===== src/rtl/button_debounce.sv =====
`timescale 1ns/1ps
// button_debounce: synchronises a raw push-button, debounces it with a
// stable-cycle counter and a four-state FSM, and produces a clean level,
// one-cycle press/release pulses and a wrapping count of debounced presses.
//
// Handshake: there is no valid/ready channel. btn_press and btn_release are
// single-cycle strobes: each is high for exactly one clk cycle per debounced
// edge and they are never high together. btn_level and press_cnt are plain
// registered levels. state_dbg exposes the FSM state for observation only.
module button_debounce #(
   parameter int DEBOUNCE_WIDTH = 12,
   parameter int DEBOUNCE_COUNT = 999
) (
   input  logic       clk,
   input  logic       rst,
   input  logic       btn_in,
   output logic       btn_level,
   output logic       btn_press,
   output logic       btn_release,
   output logic [7:0] press_cnt,
   output logic [1:0] state_dbg
);

   typedef enum logic [1:0] {
      IDLE        = 2'd0,
      ARM_PRESS   = 2'd1,
      PRESSED     = 2'd2,
      ARM_RELEASE = 2'd3
   } state_t;

   localparam logic [DEBOUNCE_WIDTH-1:0] CNT_MAX = DEBOUNCE_WIDTH'(DEBOUNCE_COUNT);
   localparam logic [DEBOUNCE_WIDTH-1:0] CNT_ONE = DEBOUNCE_WIDTH'(1);

   state_t                    state_q, state_d;
   logic                      sync1_q, sync1_d;
   logic                      sync2_q, sync2_d;
   logic [DEBOUNCE_WIDTH-1:0] cnt_q, cnt_d;
   logic                      level_q, level_d;
   logic                      press_q, press_d;
   logic                      release_q, release_d;
   logic [7:0]                press_cnt_q, press_cnt_d;

   // Next-state logic: synchroniser shift, debounce FSM and its outputs.
   // The counter restarts whenever the FSM arms, so cnt never exceeds
   // CNT_MAX and needs no overflow handling.
   always_comb begin
      sync1_d     = btn_in;
      sync2_d     = sync1_q;
      state_d     = state_q;
      cnt_d       = cnt_q;
      level_d     = level_q;
      press_d     = 1'b0;
      release_d   = 1'b0;
      press_cnt_d = press_cnt_q;
      case (state_q)
         IDLE: begin
            if (sync2_q) begin
               state_d = ARM_PRESS;
               cnt_d   = '0;
            end
         end
         ARM_PRESS: begin
            if (!sync2_q) begin
               // Bounce: fall back without any pulse.
               state_d = IDLE;
               cnt_d   = '0;
            end else if (cnt_q == CNT_MAX) begin
               state_d     = PRESSED;
               level_d     = 1'b1;
               press_d     = 1'b1;
               press_cnt_d = press_cnt_q + 8'd1;
               cnt_d       = '0;
            end else begin
               cnt_d = cnt_q + CNT_ONE;
            end
         end
         PRESSED: begin
            if (!sync2_q) begin
               state_d = ARM_RELEASE;
               cnt_d   = '0;
            end
         end
         ARM_RELEASE: begin
            if (sync2_q) begin
               state_d = PRESSED;
               cnt_d   = '0;
            end else if (cnt_q == CNT_MAX) begin
               state_d   = IDLE;
               level_d   = 1'b0;
               release_d = 1'b1;
               cnt_d     = '0;
            end else begin
               cnt_d = cnt_q + CNT_ONE;
            end
         end
         default: begin
            state_d = IDLE;
            cnt_d   = '0;
         end
      endcase
   end

   // State registers with synchronous reset; reset drops any pending pulse.
   always_ff @(posedge clk) begin
      if (rst) begin
         sync1_q     <= 1'b0;
         sync2_q     <= 1'b0;
         state_q     <= IDLE;
         cnt_q       <= '0;
         level_q     <= 1'b0;
         press_q     <= 1'b0;
         release_q   <= 1'b0;
         press_cnt_q <= 8'd0;
      end else begin
         sync1_q     <= sync1_d;
         sync2_q     <= sync2_d;
         state_q     <= state_d;
         cnt_q       <= cnt_d;
         level_q     <= level_d;
         press_q     <= press_d;
         release_q   <= release_d;
         press_cnt_q <= press_cnt_d;
      end
   end

   assign btn_level   = level_q;
   assign btn_press   = press_q;
   assign btn_release = release_q;
   assign press_cnt   = press_cnt_q;
   assign state_dbg   = state_q;

endmodule


===== config.mk =====
export PLATFORM = sky130hd
export DESIGN_NAME = button_debounce
export DESIGN_NICKNAME = d
export VERILOG_FILES = /design/src/rtl/button_debounce.sv
export SDC_FILE = /design/constraint.sdc
export NUM_CORES = 1
export LEC_CHECK = 0
export ABC_AREA = 1
export CAP_MARGIN = 20
export CORE_MARGIN = 2
export CORE_UTILIZATION = 35
export DETAILED_ROUTE_END_ITERATION = 8
export SETUP_SLACK_MARGIN = 0.02
export SLEW_MARGIN = 30
export SYNTH_ARGS = -nofsm -noshare
export SYNTH_HDL_FRONTEND = slang
export SYNTH_SLANG_ARGS = --single-unit

===== constraint.sdc =====
create_clock -name clk -period 1.6 [get_ports clk]
set_clock_uncertainty 0.05 [all_clocks]
set_input_delay 0.24 -clock clk [delete_from_list [all_inputs] [get_ports clk]]
set_output_delay 0.24 -clock clk [all_outputs]
set_load 0.02 [all_outputs]

==> flow_metrics.env, run 1 <==
export IMPL_synth_seq_area_share_pct=39.9
export IMPL_synthesis_stage_register_bit_count=27
export IMPL_result_of_the_run="finished clean"
export IMPL_mean_area_per_synthesized_cell_um2=7.06
export IMPL_timing_final_max_slew_violations=0
export IMPL_route_detailed_drc=0
export IMPL_finalHoldViolCount=0
export IMPL_clk_pin_slew_ns=0.09
export IMPL_worst_setup_path_start_kind="flop"
export IMPL_final_nets=218
export IMPL_synth_cell_types=31
export IMPL_power_switching_mw=0.262
export IMPL_timing_critical_path_slowest_stage_cell="clkdlybuf4s50_1"
export IMPL_worstPathArrival_ns=1.22
export IMPL_finalSetupViolCount=0
export IMPL_vdd_ir_drop_worst_mv=0.704
export IMPL_max_stage_delay_ns=0.60
export IMPL_worstPathCellList="clkdlybuf4s50_1"
export IMPL_initial_core_utilization_pct=36.7
export IMPL_final_min_clock_period_ns=1.51
export IMPL_critPathRequiredTime_ns=1.31
export IMPL_vias_per_cell=4.59
export IMPL_cellPowerDensity_nw_per_um2=688
export IMPL_critical_path_peak_fanout=2
export IMPL_detailroute_via_count=1194
export IMPL_cts_root_buf="clkbuf_8"
export IMPL_die_width_um=66.2
export IMPL_clock_sinks=27
export IMPL_clock_tree_htree_level_count=1
export IMPL_grt_pass1_wl_um=4730
export IMPL_synth_warnings=0
export IMPL_slew_limit_headroom_pct=74.8
export IMPL_synthesis_nets=197
export IMPL_synth_largest_area_cell="dfxtp_1"
export IMPL_die_height_um=66.2
export IMPL_path_delay_family="buffers and inverters"
export IMPL_syn_cell_area_um2=1360
export IMPL_via_count_of_the_first_global_routing_pass=1046
export IMPL_placeableCoreArea_um2=3690
export IMPL_cts_buffers_inserted=3
export IMPL_cts_max_path_buffers=2
export IMPL_total_congestion_overflow_after_global_routing=0
export IMPL_ff2ff_setup_slack_ns=0.12
export IMPL_ios=16
export IMPL_rows=22
export IMPL_grt_max_degree=18
export IMPL_synth_top_cells_by_area="dfxtp_1 (40%), nand2_1 (16%), a21oi_1 (7.0%)"
export IMPL_seq_power_share_pct=60.0
export IMPL_port_buffers=15
export IMPL_fmax_mhz=662
export IMPL_gr_usage_all_layers_pct=14.0
export IMPL_drive_above_1_share_pct=14.6
export IMPL_area_growth_synth_to_final_pct=21.8
export IMPL_synthDominantCellAreaShare_pct=39.9
export IMPL_postRouteAntennaNets=0
export IMPL_postSynthCellCount=192
export IMPL_drt_iter0_markers=85
export IMPL_tritoncts="yes"
export IMPL_timing_setup_tns_ns=0
export IMPL_place_hpwl_um=1960
export IMPL_cp_buffers_inverters=1
export IMPL_worstHoldPathType="flop to flop"
export IMPL_worst_pin_slew_ns=0.378
export IMPL_setup_worst_path_end_class="output pin"
export IMPL_portion_of_the_clock_cycle_consumed_by_the_worst_path_in_the_final_layout_pct=94.4
export IMPL_rsz_0062_raised_after_global_routing="no"
export IMPL_first_drt_pass_iteration_count=4
export IMPL_comb_power_share_pct=5.1
export IMPL_finalWeightedCongestion=0.757
export IMPL_antenna_found_initial=0
export IMPL_power_clock_fraction_pct=34.9
export IMPL_dieArea_um2=4390
export IMPL_internal_power_mw=0.872
export IMPL_final_core_util_pct=44.7
export IMPL_clock_insertion_delay_worst_skew_ns=0.27
export IMPL_leakagePower_nw=0.659
export IMPL_drt_wl_total_um=2740
export IMPL_drv_max_cap_violation_count=0
export IMPL_avgRoutedWirePerCell_um=10.6
export IMPL_power_switching_fraction_pct=23.1
export IMPL_num_antenna_cells=0
export IMPL_critical_path_class="flop to output pin"
registers in the layout (all words and copies together), names as in the netlist, named ones only:
| name | flops |
|---|---|
| cnt_q | 12 |
| press_cnt | 8 |
| btn_level | 1 |
| btn_press | 1 |
| btn_release | 1 |
| state_dbg | 1 |
| sync1_q | 1 |
| sync2_q | 1 |
metal layers:
| layer | GRT usage (%) | up-vias | share of wire (%) |
|---|---|---|---|
| met1 | 19.6 | 519 | 52 |
| met2 | 20.4 | 20 | 43 |
| met4 | 6.89 | 0 | 2.2 |
| li1 | - | 650 | - |
| met5 | 0 | - | 0 |
| met3 | 2.56 | 5 | 3.2 |
path summary, 6_finish.rpt:
kind	start	to	depth (start not counted)
worst min register to register	sync1_q$_SDFF_PP0_	sync2_q$_SDFF_PP0_	2
worst max-delay path	btn_level$_SDFFE_PP0P_	btn_level	1
worst max register to register	cnt_q[1]$_SDFFE_PP0P_	press_cnt[3]$_SDFFE_PP0P_	8
worst min-delay path	sync1_q$_SDFF_PP0_	sync2_q$_SDFF_PP0_	2
stage by stage:
stage                     worst slack (ns)  instance area (um2)  instances  hold WS [ns]  power [mW]
final                               0.0896                 1650        260         0.364        1.13
after floorplan                      0.235                 1360        192         0.297       0.731
after CTS                           0.0267                 1600        257         0.365        1.15
after detailed placement             0.107                 1560        253         0.351       0.755
after global placement               0.159                 1560        253         0.343       0.756
after global routing                0.0364                 1650        260         0.405        1.18
cell type report:
class	instances	area (um2)
clock buffers	3	41.3
clock inverters	1	5.00
fillers	384	2040
inverters	22	85.1
multi-input cells	138	726
flip-flops and latches	27	543
well taps	48	60.1
repair buffers	21	190
timing repair:
| item | CTS | global route |
|---|---|---|
| pin swaps | 0 | 2 |
| hold buffers | 0 | 0 |
| setup endpoints to repair | 9 | 16 |
| setup buffers | 0 | 3 |
| endpoints found under the hold margin | 0 | 0 |
| resized for setup | 9 | 11 |
logic make-up (layout without fill, tap and decap cells):
kind of cell / count (synthesis) / after routing / share of synthesized area, %
and+or+nand+nor: 97 / 97 / 33.3
AOI/OAI and AO/OA: 33 / 33 / 13.0
DFF: 27 / 27 / 39.9
buffers and inverters: 27 / 47 / 8.03
xor gates and xnor gates: 6 / 6 / 3.88
adders and majority gates: 2 / 2 / 1.85
synthesized netlist by cell type (all sizes together):
master and count:
ha 2, and3 1, o21ai 12, nor2 17
inv 22, nor4 1, dfxtp 27, nand2 62
xor2 4, nand4 2, buf 2, clkbuf 3
o21bai 1, nor3 5, xnor2 2, or2 1
o22ai 1, nand3 8, a21oi 19
placed cells by master (no fill, tap or decap):
cell             count
o21bai_1             1
o22ai_1              1
o21ai_1              4
nor2_2               2
and3_1               1
inv_1               19
nor4_1               1
nand2_2              2
nand3_1              6
clkinv_2             1
xnor2_1              2
dlygate4sd2_1        9
clkbuf_8             3
buf_6                1
inv_2                2
dfxtp_1             25
nor2_8               1
a21oi_1             19
nand3_4              1
nand2_4              1
nor3_1               3
nor2_4               2
dfxtp_2              2
or2_2                1
o21ai_2              2
buf_4                5
inv_4                1
nand4_1              2
nor2_1              12
xor2_1               4
ha_2                 1
nand2_1             59
clkdlybuf4s50_1      5
ha_1                 1
nor3_2               2
o21ai_0              6
nand3_2              1
dlymetal6s2s_1       1
power by group through the flow:
stage / Clock [mW] / Sequential, mW / Combinational, mW
final: 0.396 / 0.681 / 0.0580
after detailed placement: 0 / 0.697 / 0.0583
after floorplan: 0 / 0.698 / 0.0331
after CTS: 0.410 / 0.681 / 0.0570
after global placement: 0 / 0.697 / 0.0587
after global routing: 0.433 / 0.682 / 0.0648
No activity file was read; power rests on OpenSTA's default activity.
==> inputs of run 2 (changes only) <==
--- a/config.mk
+++ b/config.mk
@@ -10,6 +10,7 @@
 export CORE_MARGIN = 2
 export CORE_UTILIZATION = 35
 export DETAILED_ROUTE_END_ITERATION = 8
+export PLACE_DENSITY = 0.5
 export SETUP_SLACK_MARGIN = 0.02
 export SLEW_MARGIN = 30
 export SYNTH_ARGS = -nofsm -noshare
==> run 2 against run 1 <==
Effect of this change: sequential power is essentially flat; core utilization is the same; power grew 0.78%; flip-flop and latch count is the same; sequential share of layout area is the same; via count grew 2.0%.
==> flow_metrics.env, run 2 (same netlist as run 1, synthesis figures left out) <==
export IMPL_timing_critical_path_slowest_stage_cell="clkdlybuf4s50_1"
export IMPL_path_delay_family="buffers and inverters"
export IMPL_drv_max_cap_violation_count=0
export IMPL_critPathRequiredTime_ns=1.31
export IMPL_largest_register_ffs=12
export IMPL_worst_pin_slew_ns=0.380
export IMPL_most_common_layout_cells="nand2_1 (59), dfxtp_1 (25), inv_1 (19)"
export IMPL_timing_final_max_slew_violations=0
export IMPL_grt_max_degree=17
export IMPL_clock_insertion_delay_worst_skew_ns=0.28
export IMPL_total_congestion_overflow_after_global_routing=0
export IMPL_final_nets=218
export IMPL_cp_buffers_inverters=1
export IMPL_largest_register="cnt_q"
export IMPL_vdd_ir_drop_worst_mv=0.333
export IMPL_area_growth_synth_to_final_pct=21.8
export IMPL_initial_core_utilization_pct=36.7
export IMPL_place_hpwl_um=2160
export IMPL_regToRegStartpoint="cnt_q[1]$_SDFFE_PP0P_"
export IMPL_drt_iter0_markers=68
export IMPL_layout_cells_non_filler=260
export IMPL_final_design_area_no_fill_um2=1650
export IMPL_critical_path_peak_fanout=2
export IMPL_critical_path_class="flop to output pin"
export IMPL_number_of_buffers_inserted_for_hold_repair_after_clock_tree_synthesis=0
export IMPL_antenna_found_initial=0
export IMPL_cts_root_buf="clkbuf_8"
export IMPL_commonest_non_fill_non_tap_cell_in_the_layout="nand2_1"
export IMPL_finalHoldViolCount=0
export IMPL_die_width_um=66.2
export IMPL_placeableCoreArea_um2=3690
export IMPL_worst_setup_path_start_kind="flop"
export IMPL_portion_of_the_clock_cycle_consumed_by_the_worst_path_in_the_final_layout_pct=94.6
export IMPL_vias_per_cell=4.68
export IMPL_worstPathArrival_ns=1.22
export IMPL_clock_sinks=27
export IMPL_finalWeightedCongestion=0.764
export IMPL_post_layout_total_power_mw=1.14
export IMPL_avgRoutedWirePerCell_um=11.6
export IMPL_post_route_setup_slack_ns=0.0867
export IMPL_final_core_util_pct=44.7
export IMPL_finalSetupViolCount=0
export IMPL_timing_hold_worst_start="sync1_q$_SDFF_PP0_"
export IMPL_gr_usage_all_layers_pct=15.3
export IMPL_fmax_mhz=661
export IMPL_dieArea_um2=4390
export IMPL_grt_pass1_wl_um=5220
export IMPL_cts_buffers_inserted=3
export IMPL_route_detailed_drc=0
export IMPL_detailed_place_area_um2=1560
export IMPL_drt_wl_total_um=3020
export IMPL_max_stage_delay_ns=0.60
export IMPL_rows=22
export IMPL_critical_path_launch_point="btn_level$_SDFFE_PP0P_"
export IMPL_first_drt_pass_iteration_count=4
export IMPL_dpl_worst_slack_ns=0.0929
export IMPL_slew_limit_headroom_pct=74.6
export IMPL_cellPowerDensity_nw_per_um2=693
export IMPL_setup_worst_path_end_class="output pin"
export IMPL_tritoncts="yes"
export IMPL_die_height_um=66.2
export IMPL_drive_above_1_share_pct=13.7
export IMPL_num_antenna_cells=0
export IMPL_port_buffers=15
export IMPL_hold_slack_ns=0.369
export IMPL_cts_max_path_buffers=2
export IMPL_detailroute_via_count=1218
export IMPL_ios=16
export IMPL_clk_pin_slew_ns=0.10
export IMPL_postRouteAntennaNets=0
export IMPL_final_min_clock_period_ns=1.51
export IMPL_via_count_of_the_first_global_routing_pass=1142
export IMPL_rsz_0062_raised_after_global_routing="no"
export IMPL_clock_tree_htree_level_count=1
export IMPL_worstPathCellList="clkdlybuf4s50_1"
export IMPL_dpl_cell_count=253
export IMPL_leakagePower_nw=0.642
export IMPL_worstHoldPathType="flop to flop"
export IMPL_result_of_the_run="finished clean"
export IMPL_timing_setup_tns_ns=0
==> run 2: cell count changes in the layout (fill, tap and decap cells not counted), sizes merged <==
cell / previous run / this run
clkinvlp: 0 / 1
clkinv: 1 / 0
dlygate4sd2: 9 / 10
buf: 6 / 5
nor2: 17 / 18
dlymetal6s2s: 1 / 0
==> run 2: path summary, 6_finish.rpt <==
check / slack (ns) / cells after the start / endpoint
max: 0.09 / 1 / btn_level
min: 0.37 / 2 / sync2_q$_SDFF_PP0_
max reg2reg: 0.09 / 8 / press_cnt[1]$_SDFFE_PP0P_
min reg2reg: 0.37 / 2 / sync2_q$_SDFF_PP0_
==> run 2: per-layer routing <==
metal  vias up  global-route usage, %  part of all wire [%]
met4         0                   4.59                  0.96
met3         4                   2.04                   3.4
met5         -                      0                     0
met2        24                   24.4                    44
li1        656                      -                     -
met1       534                   21.2                    51
==> run 2: what timing repair did <==
item	CTS	global route
endpoints found under the setup margin	10	16
pin swaps	0	4
cloned	0	1
gates resized for setup	10	7
setup buffers	0	2
==> run 2: tightest hold or removal path: cells and delay by family, from the launching register on <==
kind          cells  cell delay, ns
flops             1            0.31
buf+inv           1            0.04
simple gates      1            0.03
==> run 2: cell type report <==
type | count | area, um2
multi-input cells | 139 | 736
inverters | 22 | 87.6
well taps | 48 | 60.1
clock inverters | 1 | 7.51
flip-flops and latches | 27 | 543
fillers | 400 | 2040
repair buffers | 20 | 175
clock buffers | 3 | 41.3
==> run 2: where the power goes <==
part	switching, mW	internal [mW]	total [mW]	leakage (nW)
Clock	0.232	0.177	0.409	0.0217
Combinational	0.0366	0.0167	0.0533	0.402
Sequential	0.00479	0.676	0.681	0.219
